$ cat config.mk
export PLATFORM = sky130hd
export DESIGN_NAME = axis_pkt_rr_arbiter
export DESIGN_NICKNAME = d
export VERILOG_FILES = /design/src/rtl/axis_dma_pkg.sv /design/src/rtl/axis_skid_buffer.sv /design/src/rtl/axis_pkt_rr_arbiter.sv
export SDC_FILE = /design/constraint.sdc
export NUM_CORES = 1
export LEC_CHECK = 0
export CORE_ASPECT_RATIO = 1.1
export CORE_UTILIZATION = 50
export CTS_CLUSTER_DIAMETER = 100
export DETAILED_ROUTE_END_ITERATION = 10
export DONT_BUFFER_PORTS = 1
export PLACE_DENSITY = 0.65
export SYNTH_ARGS = -nofsm -noshare
export SYNTH_HDL_FRONTEND = slang
export SYNTH_SLANG_ARGS = --single-unit
$ cat constraint.sdc
create_clock -name aclk -period 1.8 [get_ports aclk]
set_input_delay 0.45 -clock aclk [delete_from_list [all_inputs] [get_ports aclk]]
set_output_delay 0.45 -clock aclk [all_outputs]
set_load 0.05 [all_outputs]
$ cat src/rtl/axis_dma_pkg.sv
// Shared types and helpers for the DMA-side AXI-Stream packet arbiter.
package axis_dma_pkg;

    // Arbiter FSM: IDLE picks a source, XFER forwards one packet from it.
    typedef enum logic [0:0] {
        ST_IDLE = 1'b0,
        ST_XFER = 1'b1
    } arb_state_t;

    // Largest supported number of sources; sizes the round-robin helper.
    localparam int MAX_SRC = 8;

    // All byte lanes valid for a 32-bit beat.
    localparam logic [3:0] KEEP_ALL = 4'hF;

    // Round-robin pick: first set bit of req scanning upward from last+1,
    // wrapping modulo n. The scan runs backwards so the nearest request
    // after 'last' is the one that remains assigned. Returns 'last' if no
    // request is set.
    function automatic logic [2:0] next_rr(input logic [7:0] req,
                                           input logic [2:0] last,
                                           input int         n);
        logic [2:0] pick;
        int         idx;
        pick = last;
        for (int k = MAX_SRC; k >= 1; k--) begin
            if (k <= n) begin
                idx = (int'(last) + k) % n;
                if (req[idx[2:0]]) begin
                    pick = idx[2:0];
                end
            end
        end
        return pick;
    endfunction

endpackage

$ cat src/rtl/axis_skid_buffer.sv
// Two-entry skid buffer: registered output stage plus one overflow slot.
// Both out_valid_o and in_ready_o come straight from flops, so the stage
// breaks the combinational path in both directions while sustaining one
// beat per cycle when the downstream is always ready.
module axis_skid_buffer #(
    parameter int W = 37
) (
    input  logic         aclk,
    input  logic         aresetn,
    input  logic [W-1:0] in_data_i,
    input  logic         in_valid_i,
    output logic         in_ready_o,
    output logic [W-1:0] out_data_o,
    output logic         out_valid_o,
    input  logic         out_ready_i
);

    logic [W-1:0] out_data_q,   out_data_d;
    logic         out_valid_q,  out_valid_d;
    logic [W-1:0] skid_data_q,  skid_data_d;
    logic         skid_valid_q, skid_valid_d;

    // Accept whenever the overflow slot is empty.
    assign in_ready_o  = ~skid_valid_q;
    assign out_data_o  = out_data_q;
    assign out_valid_o = out_valid_q;

    // Refill the output register from the skid slot first, then from the input.
    always_comb begin
        out_data_d   = out_data_q;
        out_valid_d  = out_valid_q;
        skid_data_d  = skid_data_q;
        skid_valid_d = skid_valid_q;
        if (out_ready_i || !out_valid_q) begin
            if (skid_valid_q) begin
                out_data_d   = skid_data_q;
                out_valid_d  = 1'b1;
                skid_valid_d = 1'b0;
            end else begin
                out_valid_d = in_valid_i;
                if (in_valid_i) begin
                    out_data_d = in_data_i;
                end
            end
        end else if (in_valid_i && !skid_valid_q) begin
            skid_data_d  = in_data_i;
            skid_valid_d = 1'b1;
        end
    end

    // Storage registers, cleared asynchronously.
    always_ff @(posedge aclk or negedge aresetn) begin
        if (!aresetn) begin
            out_data_q   <= '0;
            out_valid_q  <= 1'b0;
            skid_data_q  <= '0;
            skid_valid_q <= 1'b0;
        end else begin
            out_data_q   <= out_data_d;
            out_valid_q  <= out_valid_d;
            skid_data_q  <= skid_data_d;
            skid_valid_q <= skid_valid_d;
        end
    end

endmodule

$ cat src/rtl/axis_pkt_rr_arbiter.sv
// Packet-granular round-robin merge of N_SRC AXI-Stream sources into one
// DMA S2MM stream. A grant holds until TLAST (or the MAX_BEATS limit, which
// forces TLAST and raises err_overlength), so DMA buffers never interleave.
// Optional per-source packet counters: define AXIS_ARB_STATS_EN.
//
// Handshake: a beat moves on any interface only in a cycle where its valid
// and ready are both high; valid never waits on ready, and payload is held
// stable by the sender while valid is high and ready is low.
module axis_pkt_rr_arbiter
    import axis_dma_pkg::*;
#(
    parameter int N_SRC     = 2,
    parameter int DATA_W    = 32,
    parameter int MAX_BEATS = 256
) (
    input  logic                      aclk,
    input  logic                      aresetn,
    input  logic                      enable,
    input  logic [N_SRC*DATA_W-1:0]   s_axis_tdata,
    input  logic [N_SRC*DATA_W/8-1:0] s_axis_tkeep,
    input  logic [N_SRC-1:0]          s_axis_tlast,
    input  logic [N_SRC-1:0]          s_axis_tvalid,
    output logic [N_SRC-1:0]          s_axis_tready,
    output logic [DATA_W-1:0]         m_axis_tdata,
    output logic [DATA_W/8-1:0]       m_axis_tkeep,
    output logic                      m_axis_tlast,
    output logic                      m_axis_tvalid,
    input  logic                      m_axis_tready,
    output logic [$clog2(N_SRC)-1:0]  grant_idx,
    output logic                      busy,
    input  logic                      err_clear,
    output logic                      err_overlength
`ifdef AXIS_ARB_STATS_EN
    ,
    output logic [N_SRC*32-1:0]       pkt_count,
    input  logic                      stats_clear
`endif
);

    localparam int KEEP_W = DATA_W / 8;
    localparam int GW     = $clog2(N_SRC);
    localparam int CW     = $clog2(MAX_BEATS + 1);
    localparam int PW     = KEEP_W + 1 + DATA_W;

    arb_state_t    state_q, state_d;
    logic [GW-1:0] grant_q, grant_d;
    logic [CW-1:0] beat_cnt_q, beat_cnt_d;
    logic          err_q, err_d;

    logic [DATA_W-1:0] src_data;
    logic [KEEP_W-1:0] src_keep;
    logic              src_last;
    logic              src_valid;
    logic              force_last;
    logic              last_out;
    logic              beat_fire;
    logic              sb_in_valid;
    logic              sb_in_ready;
    logic [PW-1:0]     sb_out_data;

    // Select the granted source's payload and valid.
    always_comb begin
        src_data  = '0;
        src_keep  = '0;
        src_last  = 1'b0;
        src_valid = 1'b0;
        for (int i = 0; i < N_SRC; i++) begin
            if (grant_q == GW'(i)) begin
                src_data  = s_axis_tdata[i*DATA_W +: DATA_W];
                src_keep  = s_axis_tkeep[i*KEEP_W +: KEEP_W];
                src_last  = s_axis_tlast[i];
                src_valid = s_axis_tvalid[i];
            end
        end
    end

    // Next-state logic: arbitrate in IDLE, forward and count beats in XFER.
    always_comb begin
        state_d       = state_q;
        grant_d       = grant_q;
        beat_cnt_d    = beat_cnt_q;
        err_d         = err_q;
        s_axis_tready = '0;
        sb_in_valid   = 1'b0;
        beat_fire     = 1'b0;
        force_last    = (beat_cnt_q == CW'(MAX_BEATS - 1));
        last_out      = src_last | force_last;
        if (err_clear) begin
            err_d = 1'b0;
        end
        case (state_q)
            ST_IDLE: begin
                if (enable && (|s_axis_tvalid)) begin
                    grant_d    = GW'(next_rr(8'(s_axis_tvalid), 3'(grant_q), N_SRC));
                    beat_cnt_d = '0;
                    state_d    = ST_XFER;
                end
            end
            ST_XFER: begin
                s_axis_tready[grant_q] = sb_in_ready;
                sb_in_valid            = src_valid;
                beat_fire              = src_valid && sb_in_ready;
                if (beat_fire) begin
                    beat_cnt_d = beat_cnt_q + CW'(1);
                    // A set in the same cycle as err_clear takes priority.
                    if (force_last && !src_last) begin
                        err_d = 1'b1;
                    end
                    if (last_out) begin
                        state_d = ST_IDLE;
                    end
                end
            end
            default: state_d = ST_IDLE;
        endcase
    end

    // FSM and bookkeeping registers; the reset grant makes source 0 win first.
    always_ff @(posedge aclk or negedge aresetn) begin
        if (!aresetn) begin
            state_q    <= ST_IDLE;
            grant_q    <= GW'(N_SRC - 1);
            beat_cnt_q <= '0;
            err_q      <= 1'b0;
        end else begin
            state_q    <= state_d;
            grant_q    <= grant_d;
            beat_cnt_q <= beat_cnt_d;
            err_q      <= err_d;
        end
    end

    axis_skid_buffer #(
        .W (PW)
    ) u_out_skid (
        .aclk        (aclk),
        .aresetn     (aresetn),
        .in_data_i   ({src_keep, last_out, src_data}),
        .in_valid_i  (sb_in_valid),
        .in_ready_o  (sb_in_ready),
        .out_data_o  (sb_out_data),
        .out_valid_o (m_axis_tvalid),
        .out_ready_i (m_axis_tready)
    );

    assign m_axis_tkeep   = sb_out_data[PW-1 -: KEEP_W];
    assign m_axis_tlast   = sb_out_data[DATA_W];
    assign m_axis_tdata   = sb_out_data[DATA_W-1:0];
    assign grant_idx      = grant_q;
    assign busy           = (state_q == ST_XFER);
    assign err_overlength = err_q;

`ifdef AXIS_ARB_STATS_EN
    logic [31:0] cnt_q [N_SRC];

    // Count packet ends (including forced ones) as they enter the output stage.
    always_ff @(posedge aclk or negedge aresetn) begin
        if (!aresetn) begin
            for (int i = 0; i < N_SRC; i++) begin
                cnt_q[i] <= '0;
            end
        end else if (stats_clear) begin
            for (int i = 0; i < N_SRC; i++) begin
                cnt_q[i] <= '0;
            end
        end else if (beat_fire && last_out) begin
            cnt_q[grant_q] <= cnt_q[grant_q] + 32'd1;
        end
    end

    for (genvar g = 0; g < N_SRC; g++) begin : g_cnt_out
        assign pkt_count[g*32 +: 32] = cnt_q[g];
    end
`endif

endmodule
After elaboration in Yosys (flattened, before gate mapping)

Index checks and enable logic that the tools add are counted.
Widths: inputs -> output; s select.

Add/subtract/negate cells: 3
Order comparisons: 4
Equality and inequality tests: 3
Mux-type cells: 30
Bitwise operators: 7
Reduce and logical (&&, ||, !) cells: 17

Operators with widths:

| kind                | number |
|---|---|
| $mux 37             | 2 |
| $mux 32             | 1 |
| $mux 1              | 18 |
| $mux 9              | 2 |
| $pmux 9 s2          | 1 |
| $add 9x1->9 const B | 1 |
| $eq 9x8->1 const B  | 1 |
| $lt 3x4->1 const B  | 2 |
| $reduce_and 2->1    | 3 |
| $reduce_bool 2->1   | 3 |
| $logic_and 1x1->1   | 5 |
| $bmux 1 s2          | 2 |
| $mux 4              | 1 |
| $logic_not 1->1     | 3 |
| $not 1->1           | 3 |
| $reduce_and 3->1    | 1 |
| $add 1x1->1 const B | 2 |
| $and 1x1->1 const A | 2 |
| $and 2x2->2         | 1 |
| $lt 1x2->1 const B  | 1 |
| $mux 2              | 1 |
| $ne 2x1->1 const B  | 1 |
| $ne 2x2->1 const B  | 1 |
| $pmux 1 s2          | 1 |
| other kinds (5)     | 5 |

Register bits: 88
Input port bits: 81
Word-level logic and storage cells: 72

Longest topological paths before layout

Word-level depth: 6
Depth in mapped cells: 7

Modules after synthesis

Synthesis repeated with hierarchy kept, for this count alone.

Cells, all modules: 313
Area total of the unflattened synthesis: 4568.1 sq um

By module, submodules not included:

| module              | times used | cells each | area an instance (sq um) | sequential area each (sq um) |
|---|---|---|---|---|
| axis_skid_buffer    | 1          | 206        | 3467.1                   | 1901.8 |
| axis_pkt_rr_arbiter | 1          | 107        | 1101.1                   | 301.5 |

Least setup slack after synthesis

Ideal clock, no wire load.

Path kind: flip-flop to output port
Start: reg grant_q (netlist: grant_idx)
End: out s_axis_tready[1]
Data arrival time: 1901 ps
Path slack: -551 ps
Stages on the path, launching flop included: 5
Path through: dfstp_2 buf_6 clkbuf_1 inv_1 nor2_1

Word-level cells in the longest chain between the ends: 6

Ends and longest elaborated chain:

| what                                                           | line                       | text |
|---|---|---|
| start, declared                                                | axis_pkt_rr_arbiter.sv:46  | `logic [GW-1:0] grant_q, grant_d;` |
| start signal, assigned                                         | axis_pkt_rr_arbiter.sv:122 | `grant_q <= GW'(N_SRC - 1);` |
| start signal, assigned                                         | axis_pkt_rr_arbiter.sv:127 | `grant_q <= grant_d;` |
| $lt 1x2->1 (implied by the code) or $ge 1x1->1 (tied branches) | axis_pkt_rr_arbiter.sv:100 | `s_axis_tready[grant_q] = sb_in_ready;` |
| $logic_and 1x1->1 (implied by the code)                        | axis_pkt_rr_arbiter.sv:100 |  |
| $mux 1 (implied by the code)                                   | axis_pkt_rr_arbiter.sv:100 |  |
| $demux 1 s1 (*)                                                | axis_pkt_rr_arbiter.sv:100 |  |
| $and 2x2->2 (no source line) (*)                               | -                          |  |
| $mux 2 (*)                                                     | axis_pkt_rr_arbiter.sv:91  | `case (state_q)` |
| end, declared                                                  | axis_pkt_rr_arbiter.sv:23  | `output logic [N_SRC-1:0] s_axis_tready,` |

Mark *: on every way between the ends. The rest lies on a longest branch, timed or not.

Worst setup path in the final report

Start: reg grant_q (netlist: grant_idx)
End: reg u_out_skid.skid_data_q[13]

Word-level cells in the longest chain between the ends: 4

Ends and longest elaborated chain:

| what                              | line                      | text |
|---|---|---|
| $mux 1                            | axis_pkt_rr_arbiter.sv:68 | `if (grant_q == GW'(i)) begin` |
| $mux 1                            | axis_pkt_rr_arbiter.sv:91 |  |
| $logic_and 1x1->1                 | axis_skid_buffer.sv:45    | `end else if (in_valid_i && !skid_valid_q) begin` |
| $reduce_and 2->1 (no source line) | -                         |  |
| end signal, assigned              | axis_skid_buffer.sv:61    | `skid_data_q <= skid_data_d;` |
| end, declared                     | axis_skid_buffer.sv:20    | `logic [W-1:0] skid_data_q, skid_data_d;` |

Parallel ways exist; a longest one is shown, timed or not.
A chain may end at the register's enable or synchronous reset.

==> results.md <==
- Status: complete, but fails checks
- Violated checks: negative hold slack, negative setup slack
- Initial Util: 0.511
- Vias in the first global route: 3276
- Synth Instances: 409
- Min setup slack post-route: -0.0396 ns
- Gate family responsible for the most delay along the worst path: flip-flops
- Yosys top cell area share: 0.482
- Port Buffer Count: 0
- Post-synth top area cell: sky130_fd_sc_hd__dfrtp_1
- Crit Path Category: flip-flop to flip-flop
- Met1 usage in global routing: 0.306
- Area delta synth->final: 17.8%
- Area of placed instances: 4840 µm²
- Average cell area after synthesis: 11.0 µm²
- Total of flip-flops plus latches after synthesis: 88
- Antenna violations before repair: 0
- CTS H-tree lvls: 3
- Final weighted congestion in routability-driven placement: 0.776
- Min-Delay Path Class: primary input to async pin
- Mapped Nets: 492
- Max Fanout on Critical Path: 12
- Top post-synthesis cells by area: sky130_fd_sc_hd__dfrtp_1 (48%), sky130_fd_sc_hd__mux2_2 (13%), sky130_fd_sc_hd__nor3_1 (12%)
- Worst path required time: 2.04 ns
- Std-Cell Rows: 36
- Global-route usage over all layers: 0.233
- Post-detailed-route count of antenna-violating nets: 0
- X dimension of the die: 92.6 µm
- Data arrival, critical path: 2.08 ns
- Crit share post-route: 1.02
- Nets@finish: 508
- Pre-CTS worst setup slack: 0.0300 ns
- Global route hottest layer: met2
- Synth async-reset ratio: 1.00
- Post-DP HPWL: 6340 µm
- Part of the total power dissipated in sequential elements: 0.469
- Leading cell types in the layout, fill and taps excluded: sky130_fd_sc_hd__dfrtp_1 (85), sky130_fd_sc_hd__nor3_1 (81), sky130_fd_sc_hd__mux2_2 (50), sky130_fd_sc_hd__o22ai_1 (38), sky130_fd_sc_hd__nor3_2 (29)
- Num CTS Buffers: 9
- Worst Tran Pin Value: 0.574 ns
- WL/cell: 19.9 µm
- Ant. Diodes: 0
- Final core utilization: 0.603
- Leakage power summed over all cells: 2.16 nW
- Top achievable clock speed: 544 MHz
- Number of hold-slack violations in the final timing report: 88
- Final setup violating endpoints: 30
- Iteration-0 DRC Markers: 130
- Iteration count of the initial detailed-routing pass: 6
- Net switching fraction of the power: 0.463
- Net Sw Power: 5.21 mW
- Total Power: 11.2 mW
- Max-cap viol count: 0
- Largest stage delay on the critical path: 0.58 ns
- Internal Pwr Total: 6.04 mW
- Bufs and invs on worst path: 4
- RSZ-0062 raised after global routing: true
- Final routed wirelength across all metal layers: 10800 µm
- Clock root buffer master: sky130_fd_sc_hd__clkbuf_8
- Filler-free cell count of the finished design: 543
- Yosys warning count: 0
- Most common cell after layout, fill and taps aside: sky130_fd_sc_hd__dfrtp_1
- Register area share after synthesis: 0.488
- Die span in y: 102 µm
- Met2 Resource Use GR: 0.365
- Ratio of total power to cell area: 2110 nW/µm²
- Clock network latency to the later pin of the worst-skew pair: 0.36 ns
- Sum of overflow across all layers after global routing: 0
- Final Hold Slack: -0.222 ns
- M3 GR Usage: 0.0721
- Vias per cell: 6.18
- CP most frequent cell: sky130_fd_sc_hd__buf_6
- Clock Power Share: 0.121
- Clock-pin slew on the worst setup and hold paths: 0.09 ns
- Peak ir drop on the vdd network: 1110 µV
- Gate power share: 0.411
- Core Area: 8830 µm²
- Distinct cell type count of the synthesized netlist: 40
- Overall die area: 9420 µm²
- Final number of max-transition violations: 0
- Primary flip-flop cell chosen by synthesis mapping: sky130_fd_sc_hd__dfrtp_1
- Critical-path cell with the highest stage delay: sky130_fd_sc_hd__dfstp_2
- Final period demand of the worst path: 1.84 ns
- Final Skew: 0.00976 ns
- DRC errors left: 0
- Headroom to the max-slew limit: 0.617
- Detailed-route via count: 3354
- Share of final-layout standard cells stronger than drive strength 1: 0.403
- Setup TNS: -0.678 ns
- Total instance count after detailed placement: 510
- Final design instance area without fill: 5320 µm²
- Global-route wire length before repair: 16900 µm
- Crit end category: flip-flop
- Number of sinks on the clock net: 88
- I/O pin cnt: 124
- Syn Std Cell Area: 4520 µm²
- Type of element launching the critical path: flip-flop
- Ordered cell list for the critical path: buf_6 -> buf_6 -> mux2i_4 -> nor3_4 -> buf_4 -> buf_12 -> mux2_2
- Worst-case clock buffer depth: 2
- Number of synthesized flops with an enable pin: 0
- Largest net degree at the start of global routing: 89
- CTS tree: built
[power groups by stage]
stage               clock network (mW)  registers (mW)  logic [mW]
floorplan                            0            5.16        3.29
global placement                     0            5.26        3.97
detailed placement                   0            5.31        4.08
CTS                               1.39            5.26        4.42
global route                      1.47            5.41        5.00
finish                            1.36            5.27        4.62
[Yosys cell counts, types with 2 or more instances]
cell and count:
sky130_fd_sc_hd__a21oi_1 4, sky130_fd_sc_hd__and3_1 2, sky130_fd_sc_hd__buf_2 12, sky130_fd_sc_hd__buf_6 5
sky130_fd_sc_hd__buf_8 2, sky130_fd_sc_hd__clkbuf_1 13, sky130_fd_sc_hd__dfrtp_1 87, sky130_fd_sc_hd__ha_1 2
sky130_fd_sc_hd__inv_1 3, sky130_fd_sc_hd__mux2_2 54, sky130_fd_sc_hd__mux2_4 19, sky130_fd_sc_hd__mux2i_1 4
sky130_fd_sc_hd__nand2_1 11, sky130_fd_sc_hd__nand2b_1 2, sky130_fd_sc_hd__nand3_1 7, sky130_fd_sc_hd__nand4_1 2
sky130_fd_sc_hd__nor2_1 6, sky130_fd_sc_hd__nor2b_1 2, sky130_fd_sc_hd__nor3_1 110, sky130_fd_sc_hd__nor3b_1 2
sky130_fd_sc_hd__o21ai_0 3, sky130_fd_sc_hd__o22ai_1 38, sky130_fd_sc_hd__o31ai_1 2
[kinds of logic (layout without fill, tap and decap cells)]
group	count (synthesis)	in the layout	synth area share
AO/OA/AOI/OAI	51	51	0.0707
XOR/XNOR	1	1	0.00194
adder cells (fa/ha/maj)	2	2	0.00554
buffers and inverters	38	57	0.0493
flip-flops	88	88	0.488
multiplexers	78	78	0.212
AND/OR/NAND/NOR	151	152	0.173
[per-layer routing]
metal / vias up / part of all wire
li1: 1561 / -
met1: 1672 / 0.45
met2: 103 / 0.47
met3: 18 / 0.063
met4: 0 / 0.020
met5: - / 0
[repair_timing]
action                                 CTS  global route
endpoints found under the hold margin   88            88
pin swaps                                1             1
setup buffers                            8             5
resized for setup                        8            18
setup endpoints to repair                3            58
cloned                                   2             3
[path summary, 6_finish.rpt]
check                                                       start                                      to  slack (ns)  depth (start not counted)
setup / recovery                            grant_idx$_DFFE_PN1P_  u_out_skid.skid_data_q[13]$_DFFE_PN0P_       -0.04                          7
hold / removal                                            aresetn  u_out_skid.skid_data_q[14]$_DFFE_PN0P_       -0.22                          0
setup reg to reg                            grant_idx$_DFFE_PN1P_  u_out_skid.skid_data_q[13]$_DFFE_PN0P_       -0.04                          7
hold reg to reg            u_out_skid.skid_data_q[13]$_DFFE_PN0P_  u_out_skid.skid_data_q[13]$_DFFE_PN0P_        0.51                          1
max in group asynchronous                                 aresetn                   grant_idx$_DFFE_PN1P_        1.80                          0
min in group aclk                                s_axis_tvalid[0]                   grant_idx$_DFFE_PN1P_        0.16                          1
[cell type report]
type	instances	area [µm²]
Inverter	3	11.3
Tap cell	114	143
Multi-Input combinational cell	284	2300
Sequential cell	88	2210
Clock buffer	11	141
Timing Repair Buffer	39	473
Clock inverter	4	45.0
Fill cell	754	3510
[registers in the layout, indices dropped and copies added, names as in the netlist]
register	count
beat_cnt_q	9
u_out_skid.out_valid_o	1
grant_idx	1
err_overlength	1
u_out_skid.out_data_o	37
u_out_skid.skid_valid_q	1
u_out_skid.skid_data_q	37
busy	1
[worst reg2reg max path, cell delays in order (launching register included)]
cell and delay [ns]:
sky130_fd_sc_hd__dfstp_2 0.58, sky130_fd_sc_hd__buf_6 0.12, sky130_fd_sc_hd__buf_6 0.10, sky130_fd_sc_hd__mux2i_4 0.07
sky130_fd_sc_hd__nor3_4 0.20, sky130_fd_sc_hd__buf_4 0.17, sky130_fd_sc_hd__buf_12 0.15, sky130_fd_sc_hd__mux2_2 0.34
No activity file was read; power rests on OpenSTA's default activity.
